`src/rtl/rgb_frame_reader_pkg.sv`:
```
// Shared types and constants for the packed-RGB frame reader.
package rgb_frame_reader_pkg;

  localparam int unsigned SRAM_AW         = 18;
  localparam int unsigned SRAM_DW         = 16;
  localparam int unsigned PIX_W           = 8;
  localparam int unsigned RGB_BASE        = 146944;
  localparam int unsigned WORDS_PER_FRAME = 320 * 240 * 3 / 2;

  typedef enum logic [1:0] {F_IDLE, F_RUN, F_DRAIN} fstate_e;
  typedef enum logic [1:0] {U_W0, U_W1, U_W2} ustate_e;

  typedef struct packed {
    logic [PIX_W-1:0] r;
    logic [PIX_W-1:0] g;
    logic [PIX_W-1:0] b;
  } pixel_t;

endpackage

```
`src/rtl/rgb_frame_reader_if.sv`:
```
// SRAM read port and pixel-stream handshake shared by the frame reader and its neighbours.
interface rgb_frame_reader_if;
  import rgb_frame_reader_pkg::*;

  logic [SRAM_AW-1:0] SRAM_address;
  logic               SRAM_we_n;
  logic [SRAM_DW-1:0] SRAM_read_data;
  logic               sram_grant;
  logic [PIX_W-1:0]   pix_R;
  logic [PIX_W-1:0]   pix_G;
  logic [PIX_W-1:0]   pix_B;
  logic               pix_valid;
  logic               pix_ready;
  logic               pix_eol;

  modport master (
    output SRAM_address, SRAM_we_n, pix_R, pix_G, pix_B, pix_valid, pix_eol,
    input  SRAM_read_data, sram_grant, pix_ready
  );

  modport slave (
    input  SRAM_address, SRAM_we_n, pix_R, pix_G, pix_B, pix_valid, pix_eol,
    output SRAM_read_data, sram_grant, pix_ready
  );

endinterface

```
`src/rtl/rgb_frame_reader_word_fifo.sv`:
```
// rgb_word_fifo: synchronous first-word-fall-through FIFO with occupancy count.
module rgb_word_fifo #(
  parameter int unsigned DEPTH = 8,
  parameter int unsigned WIDTH = 16
) (
  input  logic                       i_clk,
  input  logic                       i_rst_n,
  input  logic                       i_push,
  input  logic [WIDTH-1:0]           i_wdata,
  input  logic                       i_pop,
  output logic [WIDTH-1:0]           o_rdata_c,
  output logic [$clog2(DEPTH+1)-1:0] o_count,
  output logic                       o_empty_c
);

  localparam int unsigned PW = $clog2(DEPTH);
  localparam int unsigned CW = $clog2(DEPTH + 1);

  logic [WIDTH-1:0] r_mem [DEPTH];
  logic [PW-1:0]    r_wr_ptr;
  logic [PW-1:0]    r_rd_ptr;
  logic [CW-1:0]    r_count;
  logic             w_full;

  assign w_full    = (r_count == CW'(DEPTH));
  assign o_empty_c = (r_count == '0);
  assign o_rdata_c = r_mem[r_rd_ptr];
  assign o_count   = r_count;

  always_ff @(posedge i_clk) begin
    if (!i_rst_n) begin
      r_wr_ptr <= '0;
      r_rd_ptr <= '0;
      r_count  <= '0;
    end else begin
      if (i_push) r_wr_ptr <= r_wr_ptr + PW'(1);
      if (i_pop)  r_rd_ptr <= r_rd_ptr + PW'(1);
      case ({i_push, i_pop})
        2'b10:   r_count <= r_count + CW'(1);
        2'b01:   r_count <= r_count - CW'(1);
        default: r_count <= r_count;
      endcase
    end
  end

  always_ff @(posedge i_clk) begin
    if (i_push) r_mem[r_wr_ptr] <= i_wdata;
  end

  // Upstream credit accounting must make this unreachable.
  a_no_overflow: assert property (@(posedge i_clk) disable iff (!i_rst_n)
    !(i_push && !i_pop && w_full));

endmodule

```
`src/rtl/rgb_frame_reader.sv`:
```
// Reads a packed RGB frame (2 pixels per 3 words) from SRAM and streams 24-bit pixels in raster order.
// Optional RGB_CHECKSUM_EN adds frame_checksum, the sum of all words fetched this frame.
module rgb_frame_reader #(
  parameter int unsigned IMG_WIDTH    = 320,
  parameter int unsigned IMG_HEIGHT   = 240,
  parameter int unsigned RGB_BASE     = rgb_frame_reader_pkg::RGB_BASE,
  parameter int unsigned READ_LATENCY = 2,
  parameter int unsigned FIFO_DEPTH   = 8
) (
  input  logic               CLOCK_50_I,
  input  logic               Resetn,
  input  logic               start,
  rgb_frame_reader_if.master bus,
  output logic               busy,
  output logic               frame_done
`ifdef RGB_CHECKSUM_EN
  , output logic [31:0]      frame_checksum
`endif
);
  import rgb_frame_reader_pkg::*;

  localparam int unsigned WORDS = IMG_WIDTH * IMG_HEIGHT * 3 / 2;
  localparam int unsigned CW    = $clog2(WORDS + 1);
  localparam int unsigned XW    = $clog2(IMG_WIDTH + 1);
  localparam int unsigned YW    = $clog2(IMG_HEIGHT + 1);
  localparam int unsigned FCW   = $clog2(FIFO_DEPTH + 1);
  localparam int unsigned IFW   = $clog2(READ_LATENCY + 1);

  fstate_e                 r_fstate, w_fstate_nxt;
  ustate_e                 r_ustate, w_ustate_nxt;
  logic                    r_busy, r_frame_done;
  logic                    w_issue, w_start_frame, w_done_nxt, w_credit_ok;
  logic [CW-1:0]           r_issue_cnt;
  logic [SRAM_AW-1:0]      r_addr;
  logic [READ_LATENCY-1:0] r_rd_vld;
  logic [IFW-1:0]          w_in_flight;
  logic                    w_push, w_pop, w_load, w_accept, w_last_accept;
  logic [SRAM_DW-1:0]      w_fifo_rdata_c;
  logic [FCW-1:0]          w_fifo_count;
  logic                    w_fifo_empty_c;
  pixel_t                  r_pix;
  logic                    r_pix_valid, r_pix_eol;
  logic [PIX_W-1:0]        r_hold_r, r_hold_g;
  logic [XW-1:0]           r_lx;
  logic [YW-1:0]           r_y;

  // Reads still in the latency pipe already own a FIFO slot.
  always_comb begin
    w_in_flight = '0;
    for (int i = 0; i < READ_LATENCY; i++) w_in_flight = w_in_flight + IFW'(r_rd_vld[i]);
  end

  assign w_credit_ok   = (32'(w_fifo_count) + 32'(w_in_flight)) < FIFO_DEPTH;
  assign w_push        = r_rd_vld[READ_LATENCY-1];
  assign w_accept      = r_pix_valid && bus.pix_ready;
  assign w_pop         = !w_fifo_empty_c && (!r_pix_valid || bus.pix_ready);
  assign w_load        = w_pop && (r_ustate != U_W0);
  assign w_last_accept = w_accept && r_pix_eol && (r_y == YW'(IMG_HEIGHT - 1));

  always_comb begin
    w_fstate_nxt  = r_fstate;
    w_issue       = 1'b0;
    w_start_frame = 1'b0;
    w_done_nxt    = 1'b0;
    case (r_fstate)
      F_IDLE: if (start) begin
        w_start_frame = 1'b1;
        w_fstate_nxt  = F_RUN;
      end
      F_RUN: begin
        w_issue = bus.sram_grant && w_credit_ok;
        if (w_issue && (r_issue_cnt == CW'(WORDS - 1))) w_fstate_nxt = F_DRAIN;
      end
      F_DRAIN: if (w_last_accept) begin
        w_fstate_nxt = F_IDLE;
        w_done_nxt   = 1'b1;
      end
      default: w_fstate_nxt = F_IDLE;
    endcase
  end

  always_ff @(posedge CLOCK_50_I) begin
    if (!Resetn) begin
      r_fstate     <= F_IDLE;
      r_busy       <= 1'b0;
      r_frame_done <= 1'b0;
    end else begin
      r_fstate     <= w_fstate_nxt;
      r_busy       <= (w_fstate_nxt != F_IDLE);
      r_frame_done <= w_done_nxt;
    end
  end

  always_ff @(posedge CLOCK_50_I) begin
    if (!Resetn) begin
      r_addr      <= SRAM_AW'(RGB_BASE);
      r_issue_cnt <= '0;
      r_rd_vld    <= '0;
    end else begin
      if (w_start_frame) begin
        r_issue_cnt <= '0;
      end else if (w_issue) begin
        r_issue_cnt <= r_issue_cnt + CW'(1);
        r_addr      <= SRAM_AW'(RGB_BASE + 32'(r_issue_cnt));
      end
      r_rd_vld <= READ_LATENCY'({r_rd_vld, w_issue});
    end
  end

  rgb_word_fifo #(.DEPTH(FIFO_DEPTH), .WIDTH(SRAM_DW)) u_fifo (
    .i_clk     (CLOCK_50_I),
    .i_rst_n   (Resetn),
    .i_push    (w_push),
    .i_wdata   (bus.SRAM_read_data),
    .i_pop     (w_pop),
    .o_rdata_c (w_fifo_rdata_c),
    .o_count   (w_fifo_count),
    .o_empty_c (w_fifo_empty_c)
  );

  always_comb begin
    w_ustate_nxt = r_ustate;
    if (w_pop) begin
      case (r_ustate)
        U_W0:    w_ustate_nxt = U_W1;
        U_W1:    w_ustate_nxt = U_W2;
        default: w_ustate_nxt = U_W0;
      endcase
    end
  end

  always_ff @(posedge CLOCK_50_I) begin
    if (!Resetn) r_ustate <= U_W0;
    else         r_ustate <= w_ustate_nxt;
  end

  // W0 -> {R,G}; W1 completes the even pixel and carries R'; W2 completes the odd pixel.
  always_ff @(posedge CLOCK_50_I) begin
    if (!Resetn) begin
      r_pix       <= '0;
      r_pix_valid <= 1'b0;
      r_pix_eol   <= 1'b0;
      r_hold_r    <= '0;
      r_hold_g    <= '0;
      r_lx        <= '0;
      r_y         <= '0;
    end else begin
      if (w_accept) begin
        r_pix_valid <= 1'b0;
        r_pix_eol   <= 1'b0;
        if (r_pix_eol) r_y <= (r_y == YW'(IMG_HEIGHT - 1)) ? '0 : r_y + YW'(1);
      end
      if (w_pop) begin
        case (r_ustate)
          U_W0: begin
            r_hold_r <= w_fifo_rdata_c[15:8];
            r_hold_g <= w_fifo_rdata_c[7:0];
          end
          U_W1: begin
            r_pix    <= '{r: r_hold_r, g: r_hold_g, b: w_fifo_rdata_c[15:8]};
            r_hold_r <= w_fifo_rdata_c[7:0];
          end
          default: r_pix <= '{r: r_hold_r, g: w_fifo_rdata_c[15:8], b: w_fifo_rdata_c[7:0]};
        endcase
      end
      if (w_load) begin
        r_pix_valid <= 1'b1;
        r_pix_eol   <= (r_lx == XW'(IMG_WIDTH - 1));
        r_lx        <= (r_lx == XW'(IMG_WIDTH - 1)) ? '0 : r_lx + XW'(1);
      end
    end
  end

`ifdef RGB_CHECKSUM_EN
  logic [31:0] r_checksum;

  always_ff @(posedge CLOCK_50_I) begin
    if (!Resetn)            r_checksum <= '0;
    else if (w_start_frame) r_checksum <= '0;
    else if (w_push)        r_checksum <= r_checksum + 32'(bus.SRAM_read_data);
  end

  assign frame_checksum = r_checksum;
`endif

  assign bus.SRAM_address = r_addr;
  assign bus.SRAM_we_n    = 1'b1;
  assign bus.pix_R        = r_pix.r;
  assign bus.pix_G        = r_pix.g;
  assign bus.pix_B        = r_pix.b;
  assign bus.pix_valid    = r_pix_valid;
  assign bus.pix_eol      = r_pix_eol;
  assign busy             = r_busy;
  assign frame_done       = r_frame_done;

endmodule

```
`src/flat_wrapper.sv`:
```
// flat-port wrapper written by rule: the top's interface ports become plain ports
module rgb_frame_reader_flat import rgb_frame_reader_pkg::*;
#(
  parameter int unsigned IMG_WIDTH    = 320,
  parameter int unsigned IMG_HEIGHT   = 240,
  parameter int unsigned RGB_BASE     = rgb_frame_reader_pkg::RGB_BASE,
  parameter int unsigned READ_LATENCY = 2,
  parameter int unsigned FIFO_DEPTH   = 8
)
  (CLOCK_50_I, Resetn, start, busy, frame_done, bus_SRAM_address, bus_SRAM_we_n, bus_pix_R, bus_pix_G, bus_pix_B, bus_pix_valid, bus_pix_eol, bus_SRAM_read_data, bus_sram_grant, bus_pix_ready);
  rgb_frame_reader_if bus_i ();
  input  logic CLOCK_50_I;
  input  logic Resetn;
  input  logic start;
  output logic busy;
  output logic frame_done;
  output wire logic [$bits(bus_i.SRAM_address)-1:0] bus_SRAM_address;
  output wire logic [$bits(bus_i.SRAM_we_n)-1:0] bus_SRAM_we_n;
  output wire logic [$bits(bus_i.pix_R)-1:0] bus_pix_R;
  output wire logic [$bits(bus_i.pix_G)-1:0] bus_pix_G;
  output wire logic [$bits(bus_i.pix_B)-1:0] bus_pix_B;
  output wire logic [$bits(bus_i.pix_valid)-1:0] bus_pix_valid;
  output wire logic [$bits(bus_i.pix_eol)-1:0] bus_pix_eol;
  input wire logic [$bits(bus_i.SRAM_read_data)-1:0] bus_SRAM_read_data;
  input wire logic [$bits(bus_i.sram_grant)-1:0] bus_sram_grant;
  input wire logic [$bits(bus_i.pix_ready)-1:0] bus_pix_ready;
  assign bus_SRAM_address = bus_i.SRAM_address;
  assign bus_SRAM_we_n = bus_i.SRAM_we_n;
  assign bus_pix_R = bus_i.pix_R;
  assign bus_pix_G = bus_i.pix_G;
  assign bus_pix_B = bus_i.pix_B;
  assign bus_pix_valid = bus_i.pix_valid;
  assign bus_pix_eol = bus_i.pix_eol;
  assign bus_i.SRAM_read_data = bus_SRAM_read_data;
  assign bus_i.sram_grant = bus_sram_grant;
  assign bus_i.pix_ready = bus_pix_ready;
  rgb_frame_reader #(.IMG_WIDTH(IMG_WIDTH), .IMG_HEIGHT(IMG_HEIGHT), .RGB_BASE(RGB_BASE), .READ_LATENCY(READ_LATENCY), .FIFO_DEPTH(FIFO_DEPTH)) u_core (.CLOCK_50_I(CLOCK_50_I), .Resetn(Resetn), .start(start), .bus(bus_i), .busy(busy), .frame_done(frame_done));
endmodule
```
`config.mk`:
```
export PLATFORM = sky130hd
export DESIGN_NAME = rgb_frame_reader_flat
export DESIGN_NICKNAME = d
export VERILOG_FILES = /design/src/rtl/rgb_frame_reader_pkg.sv /design/src/rtl/rgb_frame_reader_if.sv /design/src/rtl/rgb_frame_reader_word_fifo.sv /design/src/rtl/rgb_frame_reader.sv /design/src/flat_wrapper.sv
export SDC_FILE = /design/constraint.sdc
export NUM_CORES = 1
export LEC_CHECK = 0
export BUFFER_PORTS_ARGS = -buffer_cell sky130_fd_sc_hd__buf_4
export CAP_MARGIN = 10
export CORE_MARGIN = 5
export CORE_UTILIZATION = 25
export DETAILED_ROUTE_END_ITERATION = 8
export HOLD_SLACK_MARGIN = 0.1
export PLACE_DENSITY_LB_ADDON = 0.08
export SETUP_SLACK_MARGIN = 0.02
export SLEW_MARGIN = 10
export SYNTH_ARGS = -nofsm -noshare
export SYNTH_HDL_FRONTEND = slang
export SYNTH_SLANG_ARGS = --single-unit
export TNS_END_PERCENT = 100
```
`constraint.sdc`:
```
create_clock -name CLOCK_50_I -period 6.7 [get_ports CLOCK_50_I]
set_input_delay 1.005 -clock CLOCK_50_I [delete_from_list [all_inputs] [get_ports CLOCK_50_I]]
set_output_delay 1.005 -clock CLOCK_50_I [all_outputs]
set_load 0.05 [all_outputs]
```
# == Word-level counts from Yosys, hierarchy flattened ==
# Memories as Yosys holds them, arrays and structs flattened. A register that Yosys moved wholly into a read port is not among the register bits.
# Index checks and enable logic that the tools add are counted.
# word_totals
register_bits,112
ramBits,128
input_bits,21
output_inout_bits,47
elab_cells,88
n_memories,1
# mem_list
name,words,width,read_ports,rd_ports_with_merged_regs,wr,line_no,source
u_core.u_fifo.r_mem,8,16,1,1,1,rgb_frame_reader_word_fifo.sv:19,logic [WIDTH-1:0] r_mem [DEPTH];
# classes
add_sub_neg,10
n_lt_le_gt_ge,1
n_eq_ne,8
n_mux,21
bitwise_logic,3
n_reduce_logical,25
# op_table
op,n
$pmux W24 S2,1
$lt A32 B4 Y1 const B,1
$add A18 B17 Y18 const A,1
$add A17 B1 Y17 const B,1
$eq A17 B17 Y1 const B,1
$pmux W8 S2,1
$reduce_and A2 Y1,6
$reduce_bool A2 Y1,5
$add A9 B1 Y9 const B,1
$eq A9 B9 Y1 const B,1
$mux W1,9
$mux W9,1
$add A8 B1 Y8 const B,1
$eq A8 B8 Y1 const B,1
$mux W8,1
$pmux W4 S2,1
$logic_and A1 B1 Y1,7
$add A3 B1 Y3 const B,2
$eq A2 B1 Y1 const B,3
$mux W2,3
$mux W3,2
$pmux W2 S3,1
$add A4 B2 Y5,1
$add A4 B1 Y4 const B,1
10 further kinds,15

# == Depth between registers and ports, before layout ==
# logic_depth
ltp_word,8
mapped_depth,10
depth_no_buf,10

# == Modules after synthesis ==
# A second synthesis with hierarchy kept.
# hier_totals
hier_cells,764
area_unflattened_um2,10005.8
# modules_own_cells
module,instances,cells_per_inst,area_per_inst_um2,seq_area_each_um2
rgb_word_fifo,1,254,5559.1,4103.9
rgb_frame_reader,1,510,4446.8,2042.0

# == Worst setup path after synthesis ==
# OpenSTA, ideal clock, no wires.
# synth_path
kind,input-to-reg
start,input bus_pix_ready
end,"register u_core.u_fifo.r_count[3], in the netlist u_core.u_fifo.o_count[3]"
setup_time_ns,0.072
arrival_ns,2.631
t_required_ns,6.628
setup_slack_ns,3.997
stages,9
path_buffers,0
cell_sequence,nand2b_1 > nand2_1 > inv_1 > ha_1 > ha_1 > a21o_1 > a21oi_1 > mux2i_1 > mux2i_1
# synth_via
elab_chain_cells,4
word_cells_on_any_way,6
classes_between,2 x eq/ne; 1 x mux; 3 x reduce/logical
# synth_lines
element,line_no,source
from (decl),flat_wrapper.sv:26,input wire logic [$bits(bus_i.pix_ready)-1:0] bus_pix_ready;
$logic_or A1 B1 Y1 *,rgb_frame_reader.sv:56,assign w_pop = !w_fifo_empty_c && (!r_pix_valid || bus.pix_ready);
$logic_and A1 B1 Y1 *,rgb_frame_reader.sv:56,
via u_core.u_fifo.i_pop,rgb_frame_reader_word_fifo.sv:10,"input logic i_pop,"
$eq A2 B1 Y1 or $eq A2 B2 Y1 (tied branches),rgb_frame_reader_word_fifo.sv:38,"case ({i_push, i_pop})"
$pmux W4 S2 or $reduce_bool A2 Y1 (tied branches),n/a,
to (signal assigned),rgb_frame_reader_word_fifo.sv:39,2'b10: r_count <= r_count + CW'(1);
to (signal assigned),rgb_frame_reader_word_fifo.sv:40,2'b01: r_count <= r_count - CW'(1);
to (signal assigned),rgb_frame_reader_word_fifo.sv:41,default: r_count <= r_count;
to (decl),rgb_frame_reader_word_fifo.sv:22,logic [CW-1:0] r_count;
# Mark *: on every way through the listed nets, which the timed path passes. The rest lies on a longest branch.
# A chain may end at the register's enable or synchronous reset.

# == Final worst setup path ==
# layout_path
start,"register u_core.u_fifo.r_count[0], in the netlist u_core.u_fifo.o_count[0]"
end,"register u_core.u_fifo.r_count[3], in the netlist u_core.u_fifo.o_count[3]"
# layout_via
elab_chain_cells,5
word_cells_on_any_way,9
classes_between,2 x add/sub; 2 x eq/ne; 1 x mux; 4 x reduce/logical
# layout_lines
element,line_no,source
$logic_not A4 Y1 *,rgb_frame_reader_word_fifo.sv:26,assign o_empty_c = (r_count == '0);
$logic_not A1 Y1 *,rgb_frame_reader.sv:56,
$logic_and A1 B1 Y1 *,rgb_frame_reader.sv:56,
via u_core.u_fifo.i_pop,rgb_frame_reader_word_fifo.sv:10,
$eq A2 B1 Y1 or $eq A2 B2 Y1 (tied branches),rgb_frame_reader_word_fifo.sv:38,
$pmux W4 S2 or $reduce_bool A2 Y1 (tied branches),n/a,
# Marks and branches as above.

==> results.yml <==
synthesis:
  synth_edf_count: 128
  yosysMostFrequentCell: "edfxtp_1"
  synthesis.area_mm2: 0.00972
  synthCells: 758
  synthFlopType: "edfxtp_1"
  yosys-top-cells-area: "edfxtp_1 (40%), dfxtp_1 (24%), mux4_2 (7.4%), nand2_1 (3.0%), a21oi_1 (2.5%)"
  async_flop_share_pct: 0
  synth_nets: 791
  synth_seq_cells: 243
  ys_top_cells_by_count: "edfxtp_1 (128), dfxtp_1 (115), nand2_1 (77)"
  avgSynthCellArea_um2: 12.8
  ys_types: 51
  synth_top_area_cell: "edfxtp_1"
  yosysTopAreaCellShare_pct: 39.6
  yosysWarnings: 0
  yosysSeqAreaShare_pct: 63.3
drt:
  drc: 0
  via_per_inst: 4.56
  avgRoutedWirePerCell_um: 17.8
  ant_nets: 0
  drt_iter0_drc: 262
  drt_wl_total_mm: 24.4
  first_pass_iters: 4
  num_vias: 6240
critical_path:
  worstSetupStartpointType: "flip-flop"
  reg2reg_setup_slack_ns: 4.09
  reg2reg_from: "u_core.u_fifo.o_count[0]$_SDFFE_PN0P_"
  critical_path_class: "flip-flop to flip-flop"
  cp_max_fo: 6
  crit_buf_inv: 1
  r2r_cells: 9
  cp-end-kind: "flip-flop"
  cp_slowest_stage_delay_ns: 0.60
  crit_arrival_ns: 3.10
  critical_path.top_delay_family: "simple AND/OR/NAND/NOR gates"
  slowest_stage: "or4_4"
  crit_chain: "or4_4 -> nand2_1 -> inv_1 -> ha_1 -> ha_1 -> a21o_1 -> a21oi_1 -> mux2i_1 -> mux2i_1"
  worstReg2RegEnd: "u_core.u_fifo.o_count[3]$_SDFFE_PN0P_"
  crit_required_ns: 7.18
clocking:
  clockRootBuffer: "clkbuf_16"
  h-tree-depth: 1
  clk_transition_reported_paths_ns: 0.06
  tritoncts: "built"
  clock-sinks: 243
  hold_buffers: 0
  cts_resized: 0
  worst_skew_pair.late_latency_ns: 0.56
  post_cts_buffers: 0
  clock_path_buffers: 3
  cts_buffers: 29
place:
  portBuffers: 66
  dpl_cell_area_mm2: 0.0108
  gp_congestion: 0.781
  hpwlAfterDp_mm: 15.2
pwr:
  ir_drop_uv: 187
  cellLeakagePower_nw: 3.98
  pwr_density_cell_mw_per_mm2: 392
floorplanning:
  fp-row-count: 72
  start_util_pct: 25.2
  num_io_pins: 68
  die_height_um: 207
  core-area_mm2: 0.0386
  die-area_mm2: 0.0429
  die_w_um: 207
outcome:
  status: "completed"
sta:
  hold_violations: 0
  timing.final.crit_share_pct: 39.0
  finClkSkew_ns: 0.0131
  fmax_mhz: 383
  rsz0062_at_grt: "false"
  timing.final.crit_period_ns: 2.61
  tightest_slew_ns: 0.996
  maxSlewHeadroom_pct: 33.6
  final_max_slew_viol_count: 0
  setup_viol: 0
  fin_setup_tns_ns: 0
cells_and_area:
  finalNetCount: 859
  n_antenna_cell: 0
  area_growth_pct: 21.1
  drive_gt1_share_pct: 20.5
  stdcell_area_mm2: 0.0118
  post-route-util_pct: 30.5
worst_hold_path:
  holdPathEnd: "u_core.bus.SRAM_address[8]$_SDFFE_PN0P_"
  hold_class: "flip-flop to flip-flop"
  whs_path_depth: 2
  hp-start: "u_core.bus.SRAM_address[8]$_SDFFE_PN0P_"
grt:
  grt_antenna_before_repair: 0
  grt_overflow: 0
  grt_pass1_wl_mm: 38.0
  grt_pass1_vias: 6286
  grt_max_degree: 53
  track_usage_pct: 11.1
job:
  timing.max_cap.violations: 0
## per-layer routing
| layer | vias to the layer above | track usage (%) | share of wire (%) |
|---|---|---|---|
| li1 | 2994 | - | - |
| met4 | 0 | 3.76 | 3.2 |
| met1 | 3090 | 15.2 | 47 |
| met3 | 49 | 2.12 | 4.3 |
| met5 | - | 0 | 0 |
| met2 | 107 | 17.6 | 45 |
## flip-flops by register name (all words and copies together), names as in the netlist, 3 cells and up, named ones only
register and flops:
u_core.bus.SRAM_address 18, u_core.u_fifo.r_mem 128, u_core.bus.pix_G 8, u_core.r_hold_r 8
u_core.r_issue_cnt 17, u_core.u_fifo.o_count 4, u_core.u_fifo.r_wr_ptr 3, u_core.r_y 8
u_core.r_hold_g 8, u_core.bus.pix_R 8, u_core.u_fifo.r_rd_ptr 3, u_core.r_lx 9
u_core.bus.pix_B 8
## cell type report
class | instances | area (um^2)
Clock inverter | 23 | 214
Clock buffer | 31 | 733
Inverter | 12 | 45.0
Multi-Input combinational cell | 459 | 3370
Tap cell | 518 | 648
Fill cell | 3950 | 26800
Sequential cell | 243 | 6150
Timing Repair Buffer | 81 | 608
## metrics by stage
stage               std cells  total power [W]  hold WS, ns  setup slack, ns
floorplan                 758          0.00273        0.429             4.00
global placement         1313          0.00310        0.448             3.71
detailed placement       1313          0.00311        0.449             3.73
CTS                      1367          0.00470        0.457             4.09
global route             1367          0.00487        0.473             3.89
finish                   1367          0.00461        0.454             4.09
## power breakdown
part	internal (W)	leakage [nW]	switching, W	total, W
sequential	0.00170	2.09	0.000102	0.00180
combinational	0.000445	1.44	0.000809	0.00125
clock	0.000912	0.451	0.000640	0.00155
total	0.00306	3.98	0.00155	0.00461
## tightest hold or removal path: stages (launching register included)
cell     delay, ns
dfxtp_1       0.31
nand2_1       0.05
a21oi_1       0.05
## placed cells by master (no fill, tap or decap), types with 9 or more instances in the layout
master	n
o31ai_1	9
nand3_1	15
a21oi_1	49
nand2_1	77
nand4_1	9
ha_1	11
mux4_2	32
buf_4	81
inv_1	12
nor2_1	52
o21ai_0	32
edfxtp_1	128
clkinv_1	10
mux2i_1	22
o211ai_1	14
clkbuf_16	29
o211a_1	9
xnor2_1	13
or4_1	11
dfxtp_1	113
nand2b_1	9
## worst max-delay path by stage
stage                     slack, ns                             startpoint                               endpoint  cells after the start
after global placement         3.71                          bus_pix_ready  u_core.u_fifo.o_count[3]$_SDFFE_PN0P_                     10
after global routing           3.89  u_core.u_fifo.o_count[0]$_SDFFE_PN0P_  u_core.u_fifo.o_count[3]$_SDFFE_PN0P_                      9
after detailed placement       3.73                          bus_pix_ready  u_core.u_fifo.o_count[3]$_SDFFE_PN0P_                     10
after CTS                      4.09                              flip-flop       u_core.bus.pix_G[4]$_SDFFE_PN0P_                      5
final                          4.09  u_core.u_fifo.o_count[0]$_SDFFE_PN0P_  u_core.u_fifo.o_count[3]$_SDFFE_PN0P_                      9
after floorplan                4.00                          bus_pix_ready  u_core.u_fifo.o_count[3]$_SDFFE_PN0P_                      9
## cell families (layout without fill, tap and decap cells)
group	Yosys count	after routing	synth area share [%]
AND/OR/NAND/NOR	226	226	11.3
flip-flops	243	243	63.3
other	1	1	0.0386
buffers and inverters	56	147	2.54
adder cells (fa/ha/maj)	12	12	1.62
XOR/XNOR	21	21	1.89
AO/OA/AOI/OAI	145	145	9.67
multiplexers	54	54	9.68
Note: power is estimated with default switching activity, not from simulation.
